--- src/rtl/alu_pkg.sv ---
// Shared opcodes, compare constants and operation-class helpers for the ALU.
// Imported by the datapath and the output-register top level.
package alu_pkg;

    localparam logic [3:0] ALU_ADD  = 4'b0000;
    localparam logic [3:0] ALU_SUB  = 4'b0001;
    localparam logic [3:0] ALU_MUL  = 4'b0010;
    localparam logic [3:0] ALU_DIV  = 4'b0011;
    localparam logic [3:0] ALU_AND  = 4'b0100;
    localparam logic [3:0] ALU_OR   = 4'b0101;
    localparam logic [3:0] ALU_NAND = 4'b0110;
    localparam logic [3:0] ALU_NOR  = 4'b0111;
    localparam logic [3:0] ALU_XOR  = 4'b1000;
    localparam logic [3:0] ALU_XNOR = 4'b1001;
    localparam logic [3:0] ALU_EQ   = 4'b1010;
    localparam logic [3:0] ALU_GT   = 4'b1011;
    localparam logic [3:0] ALU_LT   = 4'b1100;
    localparam logic [3:0] ALU_SHR  = 4'b1101;
    localparam logic [3:0] ALU_SHL  = 4'b1110;
    localparam logic [3:0] ALU_NOP  = 4'b1111;

    localparam int CMP_EQ_VAL = 1;
    localparam int CMP_GT_VAL = 2;
    localparam int CMP_LT_VAL = 3;

    typedef enum logic [2:0] {
        CLASS_NONE,
        CLASS_ARITH,
        CLASS_LOGIC,
        CLASS_CMP,
        CLASS_SHIFT
    } op_class_t;

    typedef struct packed {
        logic arith;
        logic logic_op;
        logic cmp;
        logic shift;
    } alu_flags_t;

    // NOP and any unknown code fall into CLASS_NONE, which clears every flag.
    function automatic op_class_t op_class(input logic [3:0] func);
        op_class_t cls;
        case (func)
            ALU_ADD, ALU_SUB, ALU_MUL, ALU_DIV:                  cls = CLASS_ARITH;
            ALU_AND, ALU_OR, ALU_NAND, ALU_NOR, ALU_XOR, ALU_XNOR: cls = CLASS_LOGIC;
            ALU_EQ, ALU_GT, ALU_LT:                              cls = CLASS_CMP;
            ALU_SHR, ALU_SHL:                                    cls = CLASS_SHIFT;
            default:                                             cls = CLASS_NONE;
        endcase
        return cls;
    endfunction

    function automatic alu_flags_t flags_of(input op_class_t cls);
        alu_flags_t f;
        f = '0;
        case (cls)
            CLASS_ARITH: f.arith    = 1'b1;
            CLASS_LOGIC: f.logic_op = 1'b1;
            CLASS_CMP:   f.cmp      = 1'b1;
            CLASS_SHIFT: f.shift    = 1'b1;
            default:     f          = '0;
        endcase
        return f;
    endfunction

endpackage

--- src/rtl/alu_if.sv ---
// Operand/result bundle between the execute stage and the ALU.
// The ALU uses the slave modport; the issuing stage (or bench) uses master.
interface alu_if #(
    parameter int WIDTH = 16
);
    logic [WIDTH-1:0] A;
    logic [WIDTH-1:0] B;
    logic [3:0]       ALU_Function;
    logic [WIDTH-1:0] ALU_OUT;
    logic             Arith_flag;
    logic             Logic_flag;
    logic             CMP_flag;
    logic             Shift_flag;

    modport master (
        output A, B, ALU_Function,
        input  ALU_OUT, Arith_flag, Logic_flag, CMP_flag, Shift_flag
    );

    modport slave (
        input  A, B, ALU_Function,
        output ALU_OUT, Arith_flag, Logic_flag, CMP_flag, Shift_flag
    );
endinterface

--- src/rtl/alu_datapath.sv ---
// Combinational ALU core: next result and next one-hot class flags.
// Define ALU_MULDIV_EN to build the multiplier and divider; otherwise MUL/DIV return 0.
module alu_datapath
    import alu_pkg::*;
#(
    parameter int WIDTH = 16
) (
    input  logic [WIDTH-1:0] a,
    input  logic [WIDTH-1:0] b,
    input  logic [3:0]       alu_function,
    output logic [WIDTH-1:0] result_d,
    output alu_flags_t       flags_d
);

    always_comb begin
        result_d = '0;
        case (alu_function)
            ALU_ADD:  result_d = a + b;
            ALU_SUB:  result_d = a - b;
`ifdef ALU_MULDIV_EN
            ALU_MUL:  result_d = a * b;
            // Divide-by-zero saturates to all ones rather than leaving the quotient undefined.
            ALU_DIV:  result_d = (b == '0) ? '1 : (a / b);
`else
            ALU_MUL:  result_d = '0;
            ALU_DIV:  result_d = '0;
`endif
            ALU_AND:  result_d = a & b;
            ALU_OR:   result_d = a | b;
            ALU_NAND: result_d = ~(a & b);
            ALU_NOR:  result_d = ~(a | b);
            ALU_XOR:  result_d = a ^ b;
            ALU_XNOR: result_d = ~(a ^ b);
            ALU_EQ:   result_d = (a == b) ? WIDTH'(CMP_EQ_VAL) : '0;
            ALU_GT:   result_d = (a > b)  ? WIDTH'(CMP_GT_VAL) : '0;
            ALU_LT:   result_d = (a < b)  ? WIDTH'(CMP_LT_VAL) : '0;
            ALU_SHR:  result_d = {1'b0, a[WIDTH-1:1]};
            ALU_SHL:  result_d = {a[WIDTH-2:0], 1'b0};
            default:  result_d = '0;
        endcase
    end

    always_comb begin
        flags_d = flags_of(op_class(alu_function));
    end

endmodule

--- src/rtl/alu.sv ---
// Registered 16-operation ALU: result and class flags captured every rising edge.
// Multiply/divide present only when ALU_MULDIV_EN is defined (see alu_datapath).
module alu
    import alu_pkg::*;
#(
    parameter int WIDTH = 16
) (
    input  logic  clk,
    input  logic  rst_n,
    alu_if.slave  bus
);

    logic [WIDTH-1:0] alu_out_d;
    logic [WIDTH-1:0] alu_out_q;
    alu_flags_t       flags_d;
    alu_flags_t       flags_q;

    alu_datapath #(
        .WIDTH (WIDTH)
    ) u_datapath (
        .a            (bus.A),
        .b            (bus.B),
        .alu_function (bus.ALU_Function),
        .result_d     (alu_out_d),
        .flags_d      (flags_d)
    );

    always_ff @(posedge clk or negedge rst_n) begin
        if (!rst_n) begin
            alu_out_q <= '0;
            flags_q   <= '0;
        end else begin
            alu_out_q <= alu_out_d;
            flags_q   <= flags_d;
        end
    end

    assign bus.ALU_OUT    = alu_out_q;
    assign bus.Arith_flag = flags_q.arith;
    assign bus.Logic_flag = flags_q.logic_op;
    assign bus.CMP_flag   = flags_q.cmp;
    assign bus.Shift_flag = flags_q.shift;

endmodule

--- src/flat_wrapper.sv ---
// flat-port wrapper written by rule: the top's interface ports become plain ports
module alu_flat import alu_pkg::*;
#(
    parameter int WIDTH = 16
)
  (clk, rst_n, bus_A, bus_B, bus_ALU_Function, bus_ALU_OUT, bus_Arith_flag, bus_Logic_flag, bus_CMP_flag, bus_Shift_flag);
  alu_if #(.WIDTH(WIDTH)) bus_i ();
  input  logic clk;
  input  logic rst_n;
  input wire logic [$bits(bus_i.A)-1:0] bus_A;
  input wire logic [$bits(bus_i.B)-1:0] bus_B;
  input wire logic [$bits(bus_i.ALU_Function)-1:0] bus_ALU_Function;
  output wire logic [$bits(bus_i.ALU_OUT)-1:0] bus_ALU_OUT;
  output wire logic [$bits(bus_i.Arith_flag)-1:0] bus_Arith_flag;
  output wire logic [$bits(bus_i.Logic_flag)-1:0] bus_Logic_flag;
  output wire logic [$bits(bus_i.CMP_flag)-1:0] bus_CMP_flag;
  output wire logic [$bits(bus_i.Shift_flag)-1:0] bus_Shift_flag;
  assign bus_i.A = bus_A;
  assign bus_i.B = bus_B;
  assign bus_i.ALU_Function = bus_ALU_Function;
  assign bus_ALU_OUT = bus_i.ALU_OUT;
  assign bus_Arith_flag = bus_i.Arith_flag;
  assign bus_Logic_flag = bus_i.Logic_flag;
  assign bus_CMP_flag = bus_i.CMP_flag;
  assign bus_Shift_flag = bus_i.Shift_flag;
  alu #(.WIDTH(WIDTH)) u_core (.clk(clk), .rst_n(rst_n), .bus(bus_i));
endmodule
--- config.mk ---
export PLATFORM = sky130hd
export DESIGN_NAME = alu_flat
export DESIGN_NICKNAME = d
export VERILOG_FILES = /design/src/rtl/alu_pkg.sv /design/src/rtl/alu_if.sv /design/src/rtl/alu_datapath.sv /design/src/rtl/alu.sv /design/src/flat_wrapper.sv
export SDC_FILE = /design/constraint.sdc
export NUM_CORES = 1
export LEC_CHECK = 0
export BUFFER_PORTS_ARGS = -buffer_cell sky130_fd_sc_hd__buf_2
export CELL_PAD_IN_SITES_DETAIL_PLACEMENT = 0
export CELL_PAD_IN_SITES_GLOBAL_PLACEMENT = 1
export CORE_UTILIZATION = 46
export DETAILED_ROUTE_END_ITERATION = 6
export PLACE_DENSITY_LB_ADDON = 0.3
export SLEW_MARGIN = 20
export SYNTH_ARGS = -nofsm -noshare
export SYNTH_HDL_FRONTEND = slang
export SYNTH_SLANG_ARGS = --single-unit
--- constraint.sdc ---
create_clock -name clk -period 0.8 [get_ports clk]
set_input_delay 0.04 -clock clk [delete_from_list [all_inputs] [get_ports clk]]
set_output_delay 0.04 -clock clk [all_outputs]
set_load 0.01 [all_outputs]
==> After elaboration in Yosys (flattened, before gate mapping) <==
Memory sizes are Yosys's and may differ from the RTL's.
Index checks and enable logic that the tools add are counted.
{ "word_totals": {"inputBits": 38, "regBits": 20, "memories": 1, "word_cells": 42, "romBits": 48, "out_inout_bits": 20} }
{ "memory_table": {"columns": ["name", "depth", "word_bits", "read_ports", "rd_clocked_by_memory_dff", "wr", "line_no", "rtl"], "rows": [
  ["(no name shown)", 16, 3, 1, 0, 0, "alu_pkg.sv:44", "case (func)"]
]} }
{ "classes": {"n_lt_le_gt_ge": 2, "add_sub_neg": 2, "bitwise": 6, "mux": 8, "n_eq_ne": 17, "reduce_logical": 1} }
{ "op_table": {"columns": ["op", "count"], "rows": [
  ["$pmux W16 S13", 1],
  ["$not A16 Y16", 3],
  ["$eq A4 B4 Y1 const B", 7],
  ["$add A16 B16 Y16", 1],
  ["$and A16 B16 Y16", 1],
  ["$eq A16 B16 Y1", 1],
  ["$eq A4 B3 Y1 const B", 4],
  ["$gt A16 B16 Y1", 1],
  ["$lt A16 B16 Y1", 1],
  ["$or A16 B16 Y16", 1],
  ["$sub A16 B16 Y16", 1],
  ["$xor A16 B16 Y16", 1],
  ["$eq A3 B2 Y1 const B", 2],
  ["$mux W1", 5],
  ["$eq A4 B1 Y1 const B", 1],
  ["$logic_not A4 Y1", 1],
  ["$mux W2", 2],
  ["$eq A3 B1 Y1 const B", 1],
  ["$eq A3 B3 Y1 const B", 1]
]} }

==> Logic depth before layout (Yosys ltp) <==
Gate-level depths: netlist of run 1.
{ "logic_depth": {"depth_word": 3, "ltp_mapped": 10, "depth_no_buf": 9} }

==> By module <==
From an unflattened synthesis of run 1, not the netlist that was laid out.
{ "hier_totals": {"hier_cells": 513, "hier_area_um2": 3821.2} }
{ "modules_own_cells": {"columns": ["module", "seq_area_each_um2", "n_inst", "cells_per_inst", "area_each_um2"], "rows": [
  ["alu_datapath", 0.0, 1, 493, 3320.7],
  ["alu", 500.5, 1, 20, 500.5]
]} }

==> Least setup slack after synthesis of run 1 <==
Ideal clock, no wire load.
{ "synth_path": {"path_kind": "input-to-reg", "start": "input port bus_A[0]", "end": "register u_core.alu_out_q[8] (netlist: u_core.bus.ALU_OUT[8])", "required_ps": 672, "n_path_buf": 0, "cell_stages": 9, "arrival_ps": 1887, "slack_ps": -1215, "setup_time_ps": 128, "cell_sequence": "inv_1 -> ha_1 -> fa_1 -> o21ba_1 -> or4_4 -> nand2_2 -> a21oi_2 -> a2111oi_4 -> o21ai_1"} }
{ "synth_via": {"elab_chain_len": 2, "elab_cells_between_ends": 3, "classes_between": "2 x add/sub; 1 x mux"} }
{ "synth_rtl": {"columns": ["element", "line_no", "rtl"], "rows": [
  ["start: declaration", "flat_wrapper.sv:10", "input wire logic [$bits(bus_i.A)-1:0] bus_A;"],
  ["$sub A16 B16 Y16 or $add A16 B16 Y16 (tied branches)", "alu_datapath.sv:19, alu_datapath.sv:18", null],
  ["$pmux W16 S13 (*)", "alu_datapath.sv:17", "case (alu_function)"],
  ["net u_core.alu_out_d[8]", "alu.sv:13", "logic [WIDTH-1:0] alu_out_d;"],
  ["end signal: assignment", "alu.sv:33", "alu_out_q <= alu_out_d;"],
  ["end: declaration", "alu.sv:14", "logic [WIDTH-1:0] alu_out_q;"]
]} }
Mark *: on every way through the listed nets, which the timed path passes. The rest lies on a longest branch.

==> Worst setup path in the final report of run 1 <==
{ "layout_path": {"start": "input port bus_A[0]", "end": "register u_core.alu_out_q[1] (netlist: u_core.bus.ALU_OUT[1])"} }
{ "layout_via": {"elab_chain_len": 3, "elab_cells_between_ends": 7, "classes_between": "2 x add/sub; 2 x order compare; 3 x mux"} }
{ "layout_rtl": {"columns": ["element", "line_no"], "rows": [
  ["$lt A16 B16 Y1 or $gt A16 B16 Y1 (tied branches)", "alu_datapath.sv:36, alu_datapath.sv:35"],
  ["$mux W2 (on tied branches)", "alu_datapath.sv:36, alu_datapath.sv:35"],
  ["$pmux W16 S13 (*)", "alu_datapath.sv:17"],
  ["net u_core.alu_out_d[1]", "alu.sv:13"]
]} }
Marked as above.

==> impl_results.html, run 1 <==
<table>
<tr><th>Metric</th><th>Value</th></tr>
<tr><th colspan="2">Timing</th></tr>
<tr><td>Final Hold Slack</td><td>~130 ps</td></tr>
<tr><td>Setup-violating endpoint count in the final report</td><td>36</td></tr>
<tr><td>Worst Tran Pin Value</td><td>612 ps</td></tr>
<tr><td>Upper clock frequency limit</td><td>539 MHz</td></tr>
<tr><td>Shortest period the worst path allows</td><td>1860 ps</td></tr>
<tr><td>RSZ-0062 raised after global routing</td><td>true</td></tr>
<tr><td>Max-slew headroom</td><td>0.591</td></tr>
<tr><td>Slew Limit Fails</td><td>0</td></tr>
<tr><td>Post-route worst setup slack</td><td>-1060 ps</td></tr>
<tr><td>Number of hold violations in the final report</td><td>0</td></tr>
<tr><td>Total negative setup slack</td><td>-14700 ps</td></tr>
<tr><td>Fraction of the cycle the final worst path needs</td><td>2.32</td></tr>
<tr><th colspan="2">Clock tree</th></tr>
<tr><td>Sinks on the clock net</td><td>20</td></tr>
<tr><td>Number of H-tree levels</td><td>1</td></tr>
<tr><td>Root Buffer</td><td>sky130_fd_sc_hd__clkbuf_8</td></tr>
<tr><td>TritonCTS Buffers</td><td>3</td></tr>
<tr><td>Worst-path clk slew</td><td>100 ps</td></tr>
<tr><td>Buffers from clock root to sink, at most</td><td>2</td></tr>
<tr><td>Clock tree from TritonCTS</td><td>yes</td></tr>
<tr><th colspan="2">Final layout</th></tr>
<tr><td>Final design area excluding fillers</td><td>around 0.0064 mm²</td></tr>
<tr><td>Final standard cell count with taps included and fillers excluded</td><td>between 800 and 900</td></tr>
<tr><td>Final nets</td><td>859</td></tr>
<tr><td>Diodes inserted</td><td>0</td></tr>
<tr><td>Synthesis-to-finish area growth</td><td>62.6%</td></tr>
<tr><td>Count of filler cells inserted in the layout</td><td>608</td></tr>
<tr><td>Proportion of layout cells with a drive suffix above 1</td><td>0.453</td></tr>
<tr><th colspan="2">Flow run</th></tr>
<tr><td>Max-cap violations</td><td>0</td></tr>
<tr><th colspan="2">Floorplanning</th></tr>
<tr><td>Initial cell density of the core</td><td>0.475</td></tr>
<tr><td>Floorplan die height</td><td>~94 µm</td></tr>
<tr><td>I/O pins</td><td>58</td></tr>
<tr><td>Floorplan die area</td><td>0.00891 mm²</td></tr>
<tr><td>Core Footprint</td><td>between 0.008 and 0.009 mm²</td></tr>
<tr><td>Die Wd</td><td>94.4 µm</td></tr>
<tr><td>Number of core rows</td><td>33</td></tr>
<tr><th colspan="2">Power</th></tr>
<tr><td>Clk pwr share</td><td>0.151</td></tr>
<tr><td>Internal power</td><td>3.59 mW</td></tr>
<tr><td>Net switching share of the total power</td><td>0.420</td></tr>
<tr><td>Pwr/cell area</td><td>between 900 and 1000 mW/mm²</td></tr>
<tr><td>Combinational group share of total power</td><td>0.656</td></tr>
<tr><td>Total net switching power</td><td>2.60 mW</td></tr>
<tr><td>Leakage power total</td><td>3.04 nW</td></tr>
<tr><td>Maximum vdd drop</td><td>0.000887 V</td></tr>
<tr><td>Sequential power share</td><td>0.193</td></tr>
<tr><td>Design Power</td><td>approximately 6.2 mW</td></tr>
<tr><th colspan="2">Global routing</th></tr>
<tr><td>Number of global-route vias before repair</td><td>5226</td></tr>
<tr><td>Wire length of the first global-routing pass</td><td>25.6 mm</td></tr>
<tr><td>Maximum number of pins on one net before global-route repair</td><td>21</td></tr>
<tr><td>Number of antenna violations at the first check in global routing</td><td>0</td></tr>
<tr><td>GRT Overall Usage</td><td>0.367</td></tr>
<tr><td>Remaining Overflow, GRT</td><td>0</td></tr>
<tr><th colspan="2">Status</th></tr>
<tr><td>Violations in the final reports</td><td>setup timing</td></tr>
<tr><td>Run status</td><td>complete, but fails checks</td></tr>
<tr><th colspan="2">Setup path</th></tr>
<tr><td>Classification of the worst setup path</td><td>input pin to flop</td></tr>
<tr><td>Largest fanout on the critical path</td><td>4</td></tr>
<tr><td>Worst setup path end</td><td>u_core.bus.ALU_OUT[1]</td></tr>
<tr><td>Slowest stage delay, CP</td><td>480 ps</td></tr>
<tr><td>Required time reported for the critical path endpoint</td><td>1000 ps</td></tr>
<tr><td>Crit. Startpoint</td><td>bus_A[0]</td></tr>
<tr><td>Critical Path End Type</td><td>flop</td></tr>
<tr><td>Series of cell instances along the critical path</td><td>buf_12 -&gt; inv_12 -&gt; ha_4 -&gt; fa_2 -&gt; o21ba_4 -&gt; or4_4 -&gt; a21oi_4 -&gt; nor3b_4 -&gt; o211a_1 -&gt; o211ai_1</td></tr>
<tr><td>Type of origin of the critical path</td><td>input pin</td></tr>
<tr><td>Arrival time reported for the critical path endpoint</td><td>2060 ps</td></tr>
<tr><td>Worst path slowest cell</td><td>sky130_fd_sc_hd__or4_4</td></tr>
<tr><th colspan="2">Synthesis</th></tr>
<tr><td>Yosys warning count</td><td>0</td></tr>
<tr><td>Post-synth net total</td><td>629</td></tr>
<tr><td>Async set-reset flop share out of synthesis</td><td>1.00</td></tr>
<tr><td>Fraction of the yosys area taken by sequential cells</td><td>0.127</td></tr>
<tr><td>Cell area after technology mapping</td><td>approximately 0.0039 mm²</td></tr>
<tr><td>Dominant cells by area after synthesis</td><td>sky130_fd_sc_hd__ha_1, sky130_fd_sc_hd__dfrtp_1, sky130_fd_sc_hd__a21oi_1</td></tr>
<tr><td>Most frequent cell after synthesis</td><td>sky130_fd_sc_hd__ha_1</td></tr>
<tr><td>Proportion of netlist area held by the largest area contributor</td><td>0.172</td></tr>
<tr><td>Biggest area consumer among synthesized cells</td><td>sky130_fd_sc_hd__ha_1</td></tr>
<tr><td>Synth Flop Type</td><td>sky130_fd_sc_hd__dfrtp_1</td></tr>
<tr><td>Number of standard cells after synthesis</td><td>535</td></tr>
<tr><td>Count of flip-flops with a built-in enable after synthesis</td><td>0</td></tr>
<tr><td>Most common library cells after synthesis</td><td>sky130_fd_sc_hd__ha_1, sky130_fd_sc_hd__inv_1, sky130_fd_sc_hd__a21oi_1, sky130_fd_sc_hd__nand2_1, sky130_fd_sc_hd__nor2_1</td></tr>
<tr><td>Post-synthesis register bit count</td><td>20</td></tr>
<tr><td>Mean instance size in the synthesized netlist</td><td>7.34 µm²</td></tr>
<tr><td>Number of distinct library cells after synthesis</td><td>73</td></tr>
<tr><th colspan="2">Placement</th></tr>
<tr><td>Final HPWL DP</td><td>12.0 mm</td></tr>
<tr><td>Final weighted congestion in routability-driven placement</td><td>about 1.0</td></tr>
<tr><td>Post-placement cell count</td><td>845</td></tr>
<tr><td>I/O Buffers</td><td>57</td></tr>
<tr><td>Area after DPL</td><td>around 0.006 mm²</td></tr>
<tr><th colspan="2">Drt</th></tr>
<tr><td>Average via count per standard cell</td><td>6.00</td></tr>
<tr><td>Total Routed Length</td><td>16.2 mm</td></tr>
<tr><td>Number of DRC violations after detailed-routing iteration 0</td><td>slightly above 400</td></tr>
<tr><td>Via count</td><td>5217</td></tr>
<tr><td>Antenna Violating Nets Remaining</td><td>0</td></tr>
<tr><td>Average routed wire per standard cell</td><td>about 19 µm</td></tr>
<tr><td>Remaining design rule violation count</td><td>0</td></tr>
<tr><td>Initial DRT Pass Iterations</td><td>7</td></tr>
<tr><th colspan="2">Hold path</th></tr>
<tr><td>Worst hold path class</td><td>input pin to flop</td></tr>
</table>
-- cells in the final DEF, fill, tap and decap left out, types with 5 or more instances in the layout --
master                       n
sky130_fd_sc_hd__a211oi_1    6
sky130_fd_sc_hd__a21o_1      6
sky130_fd_sc_hd__a21oi_1    38
sky130_fd_sc_hd__a21oi_4     5
sky130_fd_sc_hd__a22oi_1     5
sky130_fd_sc_hd__a31oi_1     6
sky130_fd_sc_hd__buf_12      6
sky130_fd_sc_hd__buf_2      48
sky130_fd_sc_hd__buf_4     197
sky130_fd_sc_hd__buf_6      12
sky130_fd_sc_hd__dfrtp_1    20
sky130_fd_sc_hd__ha_1       42
sky130_fd_sc_hd__ha_4       10
sky130_fd_sc_hd__inv_1      38
sky130_fd_sc_hd__inv_2       6
sky130_fd_sc_hd__mux2i_1    21
sky130_fd_sc_hd__nand2_1    44
sky130_fd_sc_hd__nand2b_1   11
sky130_fd_sc_hd__nand3_1    10
sky130_fd_sc_hd__nor2_1     32
sky130_fd_sc_hd__nor2b_1     6
sky130_fd_sc_hd__nor3_1     11
sky130_fd_sc_hd__nor4_1      6
sky130_fd_sc_hd__o211ai_1   13
sky130_fd_sc_hd__o21ai_0    25
sky130_fd_sc_hd__o21ai_1     7
sky130_fd_sc_hd__o22ai_1     8
sky130_fd_sc_hd__o31ai_1     5
-- registers in the layout (all words and copies together) (netlist names) --
name / count
u_core.bus.Arith_flag: 1
u_core.bus.Logic_flag: 1
u_core.bus.ALU_OUT: 16
u_core.bus.CMP_flag: 1
u_core.bus.Shift_flag: 1
-- stage by stage --
step | utilization | setup WS [ps]
floorplan | - | -1090
global placement | 0.707 | -1370
detailed placement | 0.707 | -1460
CTS | 0.763 | -1030
global route | 0.773 | -1100
finish | 0.773 | -1060
-- worst min-delay path by stage --
stage / startpoint / endpoint / slack [ps] / cells past startpoint
floorplan: rst_n / u_core.bus.ALU_OUT[0] / -260 / 0
global placement: rst_n / u_core.bus.ALU_OUT[15] / -10 / 2
detailed placement: rst_n / u_core.bus.ALU_OUT[15] / -7 / 2
CTS: bus_ALU_Function[2] / u_core.bus.Arith_flag / 130 / 3
global route: bus_ALU_Function[2] / u_core.bus.Arith_flag / 150 / 3
finish: bus_ALU_Function[2] / u_core.bus.Arith_flag / 130 / 3
-- layer usage --
layer,part of all wire,GRT usage,up-vias
met3,0.066,0.0435,82
met4,0.048,0.186,0
met2,0.48,0.627,275
met5,0,0,-
met1,0.41,0.451,2465
li1,-,-,2395
-- cell type report --
class	instances	area [µm²]	area share
clock buffer	4	55.1	0.00862
inverter	49	221	0.0347
multi-input combinational	426	3480	0.544
sequential	20	500	0.0784
tap	105	131	0.0206
timing repair buffer	265	2000	0.313
-- worst max-delay path: cells and delay by family --
family	cells	cell delay, ps
AO/OA/AOI/OAI	4	830
adder cells (fa/ha/maj)	2	510
buffers and inverters	2	120
AND/OR/NAND/NOR	2	550
-- logic make-up (layout without fill, tap and decap cells) --
logic type	count (synthesis)	count (layout)	share of synthesized area
multiplexers	22	22	0.0564
AND/OR/NAND/NOR	157	157	0.201
XOR/XNOR	3	3	0.00669
AO/OA/AOI/OAI	188	188	0.330
flip-flops	20	20	0.127
adder cells (fa/ha/maj)	56	56	0.182
buffers and inverters	89	318	0.0953
-- timing repair --
action	in CTS	in global routing
pin swaps	25	6
resized for setup	55	14
endpoints found under the hold margin	20	0
buffers inserted	18	2
setup endpoints to repair	37	36
hold buffers	1	0
-- power by group through the flow --
stage                     sequential (mW)  combinational, mW  clock, mW
after detailed placement             1.21               3.52          0
final                                1.20               4.06      0.934
after CTS                            1.19               3.86      0.910
after floorplan                      1.28               1.81          0
after global placement               1.21               3.44          0
after global routing                 1.20               4.33      0.941
Power figures use the tool's default switching activity.
==> run 2: changes to the inputs <==
==> constraint.sdc (replaced) <==
create_clock -name clk -period 0.8 [get_ports clk]
set_input_delay 0.2 -clock clk [delete_from_list [all_inputs] [get_ports clk]]
set_output_delay 0.2 -clock clk [all_outputs]
set_load 0.01 [all_outputs]
==> run 2 against run 1 <==
Wire length increased by 2.5%. The flow still finishes with violations (setup timing). Fmax down 9.7%. Cell area increased by 0.29%. Sequential power is essentially flat. Final cell count up 0.23%. First-iteration DRC count is 31% higher. Critical path depth stayed put.
==> impl_results.html, run 2 (synthesized netlist as in run 1, its figures left out) <==
<table>
<tr><th>Metric</th><th>Value</th></tr>
<tr><th colspan="2">Clock tree</th></tr>
<tr><td>Buffers from clock root to sink, at most</td><td>2 (unchanged)</td></tr>
<tr><td>Root Buffer</td><td>sky130_fd_sc_hd__clkbuf_8</td></tr>
<tr><td>Sinks on the clock net</td><td>20 (unchanged)</td></tr>
<tr><td>TritonCTS Buffers</td><td>3 (unchanged)</td></tr>
<tr><td>Clock tree from TritonCTS</td><td>yes</td></tr>
<tr><td>Number of H-tree levels</td><td>1 (unchanged)</td></tr>
<tr><td>Worst-path clk slew</td><td>100 ps (about the same)</td></tr>
<tr><th colspan="2">Final layout</th></tr>
<tr><td>Proportion of layout cells with a drive suffix above 1</td><td>0.465 (+0.0119)</td></tr>
<tr><td>Max reg flops</td><td>16 (unchanged)</td></tr>
<tr><td>Synthesis-to-finish area growth</td><td>63.1%</td></tr>
<tr><td>Final nets</td><td>861 (+0.23%)</td></tr>
<tr><td>Most frequent standard cell in the layout excluding fill and tap cells</td><td>sky130_fd_sc_hd__buf_4</td></tr>
<tr><td>Diodes inserted</td><td>0 (unchanged)</td></tr>
<tr><td>Commonest cells after routing, fill and taps aside</td><td>sky130_fd_sc_hd__buf_4, sky130_fd_sc_hd__buf_2, sky130_fd_sc_hd__nand2_1</td></tr>
<tr><th colspan="2">Power</th></tr>
<tr><td>Combinational group share of total power</td><td>0.659 (+0.003)</td></tr>
<tr><td>Leakage power total</td><td>3.05 nW (+0.51%)</td></tr>
<tr><td>Maximum vdd drop</td><td>0.000690 V (-22%)</td></tr>
<tr><td>Clk pwr share</td><td>0.147 (-0.004)</td></tr>
<tr><td>Pwr/cell area</td><td>969 mW/mm² (about the same)</td></tr>
<tr><td>Sequential power share</td><td>0.194 (about the same)</td></tr>
<tr><td>Net switching share of the total power</td><td>0.421 (+0.000683)</td></tr>
<tr><td>Design Power</td><td>6.21 mW (+0.22%)</td></tr>
<tr><td>Internal power</td><td>3.59 mW (+0.11%)</td></tr>
<tr><td>Total net switching power</td><td>2.61 mW (+0.39%)</td></tr>
<tr><th colspan="2">Drt</th></tr>
<tr><td>Via count</td><td>5336 (+2.3%)</td></tr>
<tr><td>Remaining design rule violation count</td><td>0 (unchanged)</td></tr>
<tr><td>Initial DRT Pass Iterations</td><td>6 (-1)</td></tr>
<tr><td>Antenna Violating Nets Remaining</td><td>0 (unchanged)</td></tr>
<tr><td>Number of DRC violations after detailed-routing iteration 0</td><td>535 (+31%)</td></tr>
<tr><td>Total Routed Length</td><td>16.6 mm (+2.5%)</td></tr>
<tr><td>Average via count per standard cell</td><td>6.13 (+2.0%)</td></tr>
<tr><td>Average routed wire per standard cell</td><td>19.0 µm (+2.2%)</td></tr>
<tr><th colspan="2">Global routing</th></tr>
<tr><td>Maximum number of pins on one net before global-route repair</td><td>21 (unchanged)</td></tr>
<tr><td>GRT Overall Usage</td><td>0.381 (+0.0142)</td></tr>
<tr><td>Number of antenna violations at the first check in global routing</td><td>0 (unchanged)</td></tr>
<tr><td>Number of global-route vias before repair</td><td>5346 (+2.3%)</td></tr>
<tr><td>Wire length of the first global-routing pass</td><td>26.2 mm (+2.4%)</td></tr>
<tr><td>Remaining Overflow, GRT</td><td>0 (unchanged)</td></tr>
<tr><th colspan="2">Setup path</th></tr>
<tr><td>Series of cell instances along the critical path</td><td>buf_12 -&gt; inv_12 -&gt; ha_4 -&gt; fa_2 -&gt; o21ba_4 -&gt; or4_4 -&gt; nand2_4 -&gt; o22ai_1 -&gt; o31ai_1 -&gt; o221ai_1</td></tr>
<tr><td>Delay-heaviest family, CP</td><td>compound AO/OA/AOI/OAI gates</td></tr>
<tr><td>Largest fanout on the critical path</td><td>4 (unchanged)</td></tr>
<tr><td>Critical Path End Type</td><td>flop</td></tr>
<tr><td>Slowest stage delay, CP</td><td>490 ps (about the same)</td></tr>
<tr><td>Type of origin of the critical path</td><td>input pin</td></tr>
<tr><td>Critical path buffers and inverters</td><td>2 (unchanged)</td></tr>
<tr><td>Required time reported for the critical path endpoint</td><td>930 ps (-70 ps)</td></tr>
<tr><td>Worst path slowest cell</td><td>sky130_fd_sc_hd__or4_4</td></tr>
<tr><td>Classification of the worst setup path</td><td>input pin to flop</td></tr>
<tr><td>Arrival time reported for the critical path endpoint</td><td>2190 ps (+130 ps)</td></tr>
<tr><th colspan="2">Floorplanning</th></tr>
<tr><td>Floorplan die area</td><td>0.00891 mm² (unchanged)</td></tr>
<tr><td>Initial cell density of the core</td><td>0.475 (unchanged)</td></tr>
<tr><td>Floorplan die height</td><td>94.4 µm (unchanged)</td></tr>
<tr><td>Number of core rows</td><td>33 (unchanged)</td></tr>
<tr><td>I/O pins</td><td>58 (unchanged)</td></tr>
<tr><td>Core Footprint</td><td>0.00826 mm² (unchanged)</td></tr>
<tr><td>Die Wd</td><td>94.4 µm (unchanged)</td></tr>
<tr><th colspan="2">Timing</th></tr>
<tr><td>Number of hold violations in the final report</td><td>0 (unchanged)</td></tr>
<tr><td>RSZ-0062 raised after global routing</td><td>true</td></tr>
<tr><td>Upper clock frequency limit</td><td>487 MHz (-9.7%)</td></tr>
<tr><td>Setup-violating endpoint count in the final report</td><td>36 (unchanged)</td></tr>
<tr><td>Total negative setup slack</td><td>-20860 ps (-6160 ps)</td></tr>
<tr><td>Shortest period the worst path allows</td><td>2050 ps (+199 ps)</td></tr>
<tr><td>Fraction of the cycle the final worst path needs</td><td>2.57 (+0.249)</td></tr>
<tr><td>Post-route worst setup slack</td><td>-1250 ps (-199 ps)</td></tr>
<tr><td>Slew Limit Fails</td><td>0 (unchanged)</td></tr>
<tr><td>Max-slew headroom</td><td>0.526 (-0.0651)</td></tr>
<tr><td>Worst Tran Pin Value</td><td>693 ps (+80.4 ps)</td></tr>
<tr><th colspan="2">Hold path</th></tr>
<tr><td>Worst hold path class</td><td>input pin to flop</td></tr>
<tr><th colspan="2">Status</th></tr>
<tr><td>Run status</td><td>complete, but fails checks</td></tr>
<tr><td>Violations in the final reports</td><td>setup timing</td></tr>
<tr><th colspan="2">Placement</th></tr>
<tr><td>Final weighted congestion in routability-driven placement</td><td>0.996 (about the same)</td></tr>
<tr><td>Final HPWL DP</td><td>12.3 mm (+2.4%)</td></tr>
<tr><td>I/O Buffers</td><td>57 (unchanged)</td></tr>
<tr><th colspan="2">Flow run</th></tr>
<tr><td>Max-cap violations</td><td>0 (unchanged)</td></tr>
</table>
[run 2: changes by cell type in the layout (fill, tap and decap cells not counted), sizes merged]
cell  change
buf       +2
[run 2: per-layer routing]
layer / GRT usage / wire length [µm] / up-vias
met4: 0.194 / 809 / 0
li1: - / - / 2410
met5: 0 / 0 / -
met2: 0.652 / 7980 / 349
met1: 0.462 / 6370 / 2496
met3: 0.0548 / 1410 / 81
[run 2: metrics by stage]
stage / cells / area (µm²) / util / hold WS (ps) / setup slack [ps]
after global routing: 871 / 6400 / 0.775 / 175 / -1300
final: 871 / 6400 / 0.775 / 177 / -1250
after detailed placement: 853 / 5880 / 0.712 / 157 / -1640
after global placement: 853 / 5880 / 0.712 / 156 / -1530
after floorplan: 535 / 4290 / - / -95.6 / -1250
after CTS: 867 / 6210 / 0.752 / 223 / -1200
[run 2: power by group through the flow]
| stage | clock, mW | combinational (mW) | sequential [mW] |
|---|---|---|---|
| after floorplan | 0 | 1.83 | 1.28 |
| after global placement | 0 | 3.45 | 1.21 |
| after detailed placement | 0 | 3.53 | 1.21 |
| after CTS | 0.910 | 3.77 | 1.19 |
| after global routing | 0.950 | 4.36 | 1.21 |
| final | 0.912 | 4.09 | 1.20 |
[run 2: timing repair]
item,CTS,global route
gates resized for setup,42,36
gates cloned,0,0
hold buffers,1,0
setup endpoints to repair,39,38
hold endpoints to repair,20,0
buffers inserted,10,5
pin swaps,20,23
[run 2: worst paths after layout]
| kind | startpoint | end | slack (ps) | cells past startpoint |
|---|---|---|---|---|
| worst max-delay path | bus_A[0] | u_core.bus.ALU_OUT[6] | -1250 | 10 |
| worst min-delay path | bus_ALU_Function[1] | u_core.bus.Logic_flag | 180 | 2 |
| max in group asynchronous | rst_n | u_core.bus.ALU_OUT[1] | 260 | 3 |
| min in group asynchronous | rst_n | u_core.bus.ALU_OUT[15] | 390 | 3 |
[run 2: final cells by class]
cell class                      instances  area [µm²]
Tap cell                              105         131
Sequential cell                        20         500
Timing Repair Buffer                  267        1980
Multi-Input combinational cell        426        3510
Fill cell                             572        1860
Clock buffer                            4        55.1
Inverter                               49         221
